## config.mk

```make
export PLATFORM = sky130hd
export DESIGN_NAME = full_adder_core
export DESIGN_NICKNAME = d
export VERILOG_FILES = /design/src/rtl/full_adder_core.sv
export SDC_FILE = /design/constraint.sdc
export NUM_CORES = 1
export LEC_CHECK = 0
export ABC_AREA = 1
export CAP_MARGIN = 20
export CORE_AREA = 2 2 39 41
export DETAILED_ROUTE_END_ITERATION = 10
export DIE_AREA = 0 0 41 43
export PLACE_DENSITY_LB_ADDON = 0.08
export SLEW_MARGIN = 30
export SYNTH_ARGS = -nofsm -noshare
export SYNTH_HDL_FRONTEND = slang
export SYNTH_SLANG_ARGS = --single-unit
```

## constraint.sdc

```tcl
create_clock -name clk -period 0.8 [get_ports clk]
set_input_delay 0.08 -clock clk [delete_from_list [all_inputs] [get_ports clk]]
set_output_delay 0.08 -clock clk [all_outputs]
set_load 0.02 [all_outputs]
```

## src/rtl/full_adder_core.sv

```systemverilog
// Registered WIDTH-bit ripple-carry full adder with one-cycle latency.
// Define FULL_ADDER_OVF_EN to add the registered signed-overflow output ovf.
module full_adder_core #(
  parameter int WIDTH = 1
) (
  input  logic             clk,
  input  logic             rst_n,
  input  logic             in_valid,
  input  logic [WIDTH-1:0] x,
  input  logic [WIDTH-1:0] y,
  input  logic             c_in,
  output logic             out_valid,
  output logic [WIDTH-1:0] s,
  output logic             c_out
`ifdef FULL_ADDER_OVF_EN
  ,
  output logic             ovf
`endif
);

  logic [WIDTH-1:0] sum_d, sum_q;
  logic             cOut_d, cOut_q;
  logic             outValid_q;
  logic             carry;
`ifdef FULL_ADDER_OVF_EN
  logic             carryIntoMsb;
  logic             ovf_d, ovf_q;
`endif

  // Ripple of single-bit cells; carry is threaded from bit 0 to bit WIDTH-1.
  always_comb begin
    sum_d = '0;
    carry = c_in;
`ifdef FULL_ADDER_OVF_EN
    carryIntoMsb = c_in;
`endif
    for (int i = 0; i < WIDTH; i++) begin
`ifdef FULL_ADDER_OVF_EN
      carryIntoMsb = carry;
`endif
      sum_d[i] = x[i] ^ y[i] ^ carry;
      carry    = (x[i] & y[i]) | (x[i] & carry) | (y[i] & carry);
    end
    cOut_d = carry;
`ifdef FULL_ADDER_OVF_EN
    ovf_d = carry ^ carryIntoMsb;
`endif
  end

  always_ff @(posedge clk or negedge rst_n) begin
    if (!rst_n) begin
      sum_q      <= '0;
      cOut_q     <= 1'b0;
      outValid_q <= 1'b0;
`ifdef FULL_ADDER_OVF_EN
      ovf_q      <= 1'b0;
`endif
    end else begin
      outValid_q <= in_valid;
      if (in_valid) begin
        sum_q  <= sum_d;
        cOut_q <= cOut_d;
`ifdef FULL_ADDER_OVF_EN
        ovf_q  <= ovf_d;
`endif
      end
    end
  end

  assign s         = sum_q;
  assign c_out     = cOut_q;
  assign out_valid = outValid_q;
`ifdef FULL_ADDER_OVF_EN
  assign ovf       = ovf_q;
`endif

endmodule

```

* Word level (Yosys, flattened, before mapping) *
Index checks and enable logic that the tools add are counted.

storage, ports and cells
  register bits = 3
  bits of input ports = 6
  output and inout bits = 3

operators by class
  bitwise gates (word level) = 7

operator list
  operator           count
  AND 1 bit          3
  OR 1 bit           2
  bitwise XOR 1 bit  2

* Logic depth before layout (Yosys ltp) *
Gate-level depths: netlist (run 1).

  word-level depth = 3
  depth in mapped cells = 3
  gate-level depth less buffers = 3

* Worst setup path before layout (run 1) *
No wires, ideal clock.

  kind = input -> register
  from = input y
  to = register sum_q, in the netlist s
  setup time = 117 ps
  arrival time = 642 ps
  required time = 683 ps
  slack = 41 ps
  cell stages on the path = 3
  path buffers = 0
  cell sequence = fa_1 nand2_1 nand2_1

between the ends
  longest elaborated chain between the ends = 2

RTL lines
  item                             line  RTL
  from (decl)                      10    input logic [WIDTH-1:0] y,
  bitwise XOR 1 bit (2 in series)  41    sum_d[i] = x[i] ^ y[i] ^ carry;
  to (signal assigned)             61    sum_q <= sum_d;
  to (decl)                        21    logic [WIDTH-1:0] sum_d, sum_q;

No other way between the ends.
A chain may end at the register's enable or synchronous reset.

* Final worst setup path (run 1) *
  from = register cOut_q, in the netlist c_out
  to = output c_out

RTL lines
  item                    line  RTL
  from (decl)             22    logic cOut_d, cOut_q;
  from (signal assigned)  62    cOut_q <= cOut_d;
  to (decl)               14    output logic c_out

No word-level cell between the ends.

==> results of run 1 <==
## layout make-up
| class | instances | area (um^2) | share of cell area, % |
|---|---|---|---|
| clock buffers | 4 | 26.28 | 10.24 |
| repair buffers | 9 | 88.84 | 34.63 |
| flip-flops and latches | 3 | 75.07 | 29.27 |
| multi-input cells | 7 | 42.54 | 16.59 |
| well taps | 16 | 20.02 | 7.805 |
| inverters | 1 | 3.754 | 1.463 |
## repair_timing
item,CTS,global route
setup endpoints to repair,5,4
pin swaps,2,2
gates cloned,0,0
resized for setup,19,3
hold buffers,0,0
## metal layers
metal,track usage (%),vias to the layer above,share of wire (%)
met4,12.00,0,0
li1,-,57,-
met2,4.688,6,55
met1,3.560,46,35
met3,0,0,9.1
met5,0,-,0
## kinds of logic after synthesis
family | count (synthesis) | synth area share (%)
buf+inv | 1 | 3.090
flops | 3 | 61.85
fa+ha+maj | 1 | 16.50
simple gates | 6 | 18.56
## registers in the layout, summed over array words and instances (netlist names)
register   cells
out_valid      1
s              1
c_out          1
## power by group through the flow
stage	registers, W	logic [W]	clock network [W]
finish	0.000179	0.000111	0.000264
global route	0.000181	0.000123	0.000287
CTS	0.000178	0.000107	0.000279
detailed placement	0.000178	0.000115	0
global placement	0.000177	0.000116	0
floorplan	0.000198	0.0000178	0
## Yosys cell counts
cell type	instances	area, um^2
dfrtp_1	3	75.07
fa_1	1	20.02
inv_1	1	3.750
nand2_1	6	22.52
## how the worst max path moves through the flow
stage                     startpoint     to  slack, ns  cells after the start
final                          c_out  c_out      -0.03                      1
after global routing           c_out  c_out      -0.06                      1
after CTS                      c_out  c_out      -0.05                      1
after detailed placement           y      s      -0.43                      4
after global placement             y      s      -0.43                      4
after floorplan                    y      s       0.04                      3
## per-stage QoR
step	worst slack [ns]	cells	TNS, ns	hold slack (ns)
2_1_floorplan	0.04125	11	0	-0.2156
3_5_place_dp	-0.4295	36	-1.402	0.2786
5_1_grt	-0.06030	40	-0.1336	0.03857
4_1_cts	-0.05337	40	-0.1061	0.02939
3_3_place_gp	-0.4264	36	-1.399	0.2818
6_report	-0.03241	40	-0.05743	0.03227
==> key figures, run 1 <==
Critical path
  • Startpoint Class: flip-flop
  • CP Data Required Time: 0.72 ns
  • Setup CP Type: reg -> out
  • Crit-path slowest cell: dfrtp_1
  • Worst reg2reg endpoint: s
  • Crit path largest cell delay: between 0.3 and 0.4 ns
  • Worst reg-to-reg path cell count: 3
  • Reg2reg start: s
  • CP arrival: 0.75 ns
  • Largest delay share family, worst path: flip-flops
  • Flop2flop setup slack: roughly 0.080 ns
  • Buf/Inv on CP: 1
  • CP endpoint kind: output port
  • Worst Path Max Fanout: 2
  • Critical path, cell by cell: buf_6

Detailed routing
  • Residual DRC count: 0
  • Starting DRT DRC Count: 0
  • Detailed Routing Iterations Pass 1: 1
  • Post-route ant nets: 0
  • DR WL/cell: 6.875 um
  • Routed WL: 275 um
  • DR vias/cell: between 2 and 3
  • Routed vias: 109

STA
  • Hold Vio Cnt, Final: 0
  • RSZ-0062 raised after global routing: true
  • Skew final: 0 ns
  • Max-slew violation count: 0
  • Fmax: 1201 MHz
  • Post-route minimum period: 0.8324 ns
  • Worst slew pin tran: 0.1440 ns
  • Slew HR: 90.37%
  • Final setup vio count: 3
  • Setup ws final: -0.03241 ns
  • Tcrit/Tclk final: 104.1%

Job
  • Max-cap check violation count: 0

Clock network
  • Longest Clk Path Bufs: 2
  • CTS clock-pin slew for the worst setup and hold paths: 0.04 ns
  • TritonCTS clock tree: yes
  • H-Tree Depth: 1
  • Root buffer cell: clkbuf_4
  • TritonCTS Buffers: 3
  • Clock Sinks: 3
  • Clock insertion delay at the later pin of the skew report: approximately 0.23 ns
  • Post-CTS Setup Inserts: 0

Final layout
  • Fin util: 18.54%
  • Layout Nets: 32
  • Layout overhead on the synthesized area: 111.3%
  • Share of post-route cells with drive strength above 1: 29.17%
  • Commonest non-fill, non-tap cells in the layout: nand2_1 (6), dfrtp_1 (3), clkbuf_4 (3), buf_6 (3)
  • Number of diodes: 0
  • Design Area, Final: 256.5 um^2
  • Most common cell after layout, fill and taps aside: nand2_1
  • Fillers: ~160

GRT
  • Antenna violations before repair: 0
  • First-pass GRT wire length: between 400 and 500 um
  • Pin count of the biggest net entering global routing: 5
  • GRT Total Usage: around 4.4%
  • Number of global-route vias before repair: 127
  • Total gr overflow: 0

Power
  • Clock share of power: 47.6%
  • Pint: 0.0004193 W
  • Sw Ratio: 24.36%
  • Post-route total power: 0.0005543 W
  • Maximum vdd drop: 0.3949 mV
  • Comb pwr share: 20.1%
  • LEAKAGE: 0.1270 nW
  • Net load switching power: 0.0001350 W
  • PwrDens: 2161 nW/um^2
  • Seq pwr share: 32.3%

Synthesis
  • Yosys warnings: 0
  • Avg Cell Area, Syn: about 11 um^2
  • Yosys reg bits: 3
  • Mapped Area: 121.4 um^2
  • Count of unique library cells instantiated by Yosys: 4
  • Register area share after synthesis: 61.86%
  • Syn Inst Count: 11
  • Syn_nets: 18

Floorplanning
  • Die height: 43 um
  • Initial Util: 8.770%
  • Die width: 41 um
  • IO Pins: 9
  • FP Rows: 14
  • Core region area: 1384 um^2
  • Die area: about 1800 um^2

Status
  • Failing checks: negative setup slack
  • Status: finished with violations

Place
  • HPWL Detailed: approximately 220 um
  • Port buffer count: 8
  • DP Area: 229.0 um^2
  • GP Congestion: 0.5967

Hold path
  • Hold Crit Class: in -> async
Note: power is estimated with default switching activity, not from simulation.
==> run 2: changes to the inputs <==
--- a/config.mk
+++ b/config.mk
@@ -11,6 +11,7 @@
 export DETAILED_ROUTE_END_ITERATION = 10
 export DIE_AREA = 0 0 41 43
 export PLACE_DENSITY_LB_ADDON = 0.08
+export RECOVER_POWER = 25
 export SLEW_MARGIN = 30
 export SYNTH_ARGS = -nofsm -noshare
 export SYNTH_HDL_FRONTEND = slang
==> key figures, run 2 (synthesis gave the netlist of run 1 again) <==
Clock network
  • Post-CTS Setup Inserts: 0 (unchanged)
  • H-Tree Depth: 1 (unchanged)
  • CTS clock-pin slew for the worst setup and hold paths: 0.04 ns (about the same)
  • TritonCTS clock tree: yes
  • Longest Clk Path Bufs: 2 (unchanged)
  • TritonCTS Buffers: 3 (unchanged)
  • Root buffer cell: clkbuf_4
  • Clock Sinks: 3 (unchanged)
  • Clock insertion delay at the later pin of the skew report: 0.23 ns (about the same)

Status
  • Failing checks: negative setup slack
  • Status: finished with violations

STA
  • Post-route minimum period: 0.8324 ns (unchanged)
  • RSZ-0062 raised after global routing: true
  • Setup TNS: -0.05743 ns (unchanged)
  • Setup ws final: -0.03241 ns (unchanged)
  • Hold Vio Cnt, Final: 0 (unchanged)
  • Final setup vio count: 3 (unchanged)
  • Skew final: 0 ns (unchanged)
  • Slew HR: 89.99% (-0.38 points)
  • Tcrit/Tclk final: 104.1% (unchanged)
  • Worst slew pin tran: 0.1497 ns (+0.005710 ns)
  • Max-slew violation count: 0 (unchanged)
  • Fmax: 1201 MHz (unchanged)

Critical path
  • Crit-path slowest cell: dfrtp_1
  • Crit path largest cell delay: 0.38 ns (about the same)
  • Worst Path Max Fanout: 2 (unchanged)
  • CP endpoint kind: output port
  • Startpoint Class: flip-flop
  • Buf/Inv on CP: 1 (unchanged)
  • CP arrival: 0.75 ns (about the same)
  • Critical path, cell by cell: buf_6
  • CP Data Required Time: 0.72 ns (about the same)
  • Largest delay share family, worst path: flip-flops
  • Setup CP Type: reg -> out

Floorplanning
  • Die height: 43 um (unchanged)
  • Core region area: 1384 um^2 (unchanged)
  • Die area: 1763 um^2 (unchanged)
  • Die width: 41 um (unchanged)
  • FP Rows: 14 (unchanged)
  • IO Pins: 9 (unchanged)
  • Initial Util: 8.770% (unchanged)

Detailed routing
  • Routed WL: 275 um (unchanged)
  • Routed vias: 109 (unchanged)
  • Max Used Layer: met3
  • Met3 WL post-DR: 25 um (unchanged)
  • Wire length on met2: 152 um (unchanged)
  • Post-route ant nets: 0 (unchanged)
  • DR vias/cell: 2.725 (unchanged)
  • Met1 WL: 97 um (unchanged)
  • Starting DRT DRC Count: 0 (unchanged)
  • Detailed Routing Iterations Pass 1: 1 (unchanged)
  • DR WL/cell: 6.875 um (unchanged)
  • Residual DRC count: 0 (unchanged)

Final layout
  • Commonest non-fill, non-tap cells in the layout: nand2_1 (6), dfrtp_1 (3), clkbuf_4 (3), buf_6 (3), dlygate4sd2_1 (2)
  • Layout overhead on the synthesized area: 111.3% (unchanged)
  • Multi-input combinational cell area: 42.54 um^2 (unchanged)
  • Most common cell after layout, fill and taps aside: nand2_1
  • Fin util: 18.54% (unchanged)
  • Sequential standard cell area: 75.07 um^2 (unchanged)
  • Share of post-route cells with drive strength above 1: 29.17% (unchanged)
  • Cell Count, Final, Fillers Out: 40 (unchanged)
  • Fillers: 158 (unchanged)
  • Layout Nets: 32 (unchanged)
  • Number of diodes: 0 (unchanged)

Power
  • LEAKAGE: 0.1273 nW (+0.21%)
  • Pint: 0.0004183 W (-0.24%)
  • Seq pwr share: 32.4% (about the same)
  • Maximum vdd drop: 0.3948 mV (about the same)
  • Clock share of power: 47.7% (about the same)
  • Net load switching power: 0.0001350 W (unchanged)
  • Comb pwr share: 19.9% (-0.2 points)
  • Sw Ratio: 24.40% (+0.044 points)
  • PwrDens: 2157 nW/um^2 (-0.18%)

Place
  • GP Congestion: 0.5967 (unchanged)
  • HPWL Detailed: 224.3 um (unchanged)
  • Port buffer count: 8 (unchanged)
  • Cells after DPL: 36 (unchanged)

Job
  • Max-cap check violation count: 0 (unchanged)

GRT
  • Total gr overflow: 0 (unchanged)
  • Antenna violations before repair: 0 (unchanged)
  • Pin count of the biggest net entering global routing: 5 (unchanged)
  • GRT Total Usage: 4.427% (unchanged)
  • Number of global-route vias before repair: 127 (unchanged)
  • First-pass GRT wire length: 407 um (unchanged)

Hold path
  • Hold Crit Class: in -> async
[run 2: changes by cell type in the layout (fill, tap and decap cells not counted)]
cell             delta
dlygate4sd3_1       +1
clkdlybuf4s50_1     -1
[run 2: area by class of cell]
type	count	area share, %
clock buffer	4	10.24
inverter	1	1.463
multi-input combinational	7	16.59
sequential	3	29.27
tap	16	7.805
timing repair buffer	9	34.63
[run 2: worst register-to-register path, cell delays in order (launching register included)]
cell and delay (ns):
dfrtp_1 0.38, buf_4 0.13, nand2_1 0.05, nand2_1 0.05
[run 2: worst paths after layout]
path	start	endpoint	slack, ns	depth (start not counted)
setup / recovery	c_out	c_out	-0.03	1
hold / removal	rst_n	c_out	0.10	1
setup reg to reg	s	s	0.08	3
hold reg to reg	c_out	c_out	0.50	2
max in group asynchronous	rst_n	s	0.55	1
min in group clk	x	s	0.33	4
[run 2: power groups by stage]
stage	registers, W	logic, W	clock network [W]
after detailed placement	0.000178	0.000115	0
after global routing	0.000181	0.000122	0.000287
after CTS	0.000178	0.000107	0.000279
after floorplan	0.000198	0.0000178	0
final	0.000179	0.000110	0.000264
after global placement	0.000177	0.000116	0
[run 2: through the flow]
step | cell area, um^2 | setup WS (ns) | power [W] | hold slack [ns]
detailed placement | 229.0 | -0.4295 | 0.0002929 | 0.2786
global placement | 229.0 | -0.4264 | 0.0002937 | 0.2818
CTS | 249.0 | -0.05337 | 0.0005646 | 0.02939
global route | 256.5 | -0.06030 | 0.0005895 | 0.1084
floorplan | 121.4 | 0.04125 | 0.0002153 | -0.2156
finish | 256.5 | -0.03241 | 0.0005533 | 0.1019
[run 2: what timing repair did]
item,CTS,global route
resized for setup,19,3
endpoints found under the hold margin,0,0
pin swaps,2,2
setup endpoints to repair,5,4
hold buffers,0,0
[run 2: layer usage]
metal,global-route usage (%),vias up
li1,-,57
met1,3.560,46
met2,4.688,6
met3,0,0
met4,12.00,0
met5,0,-
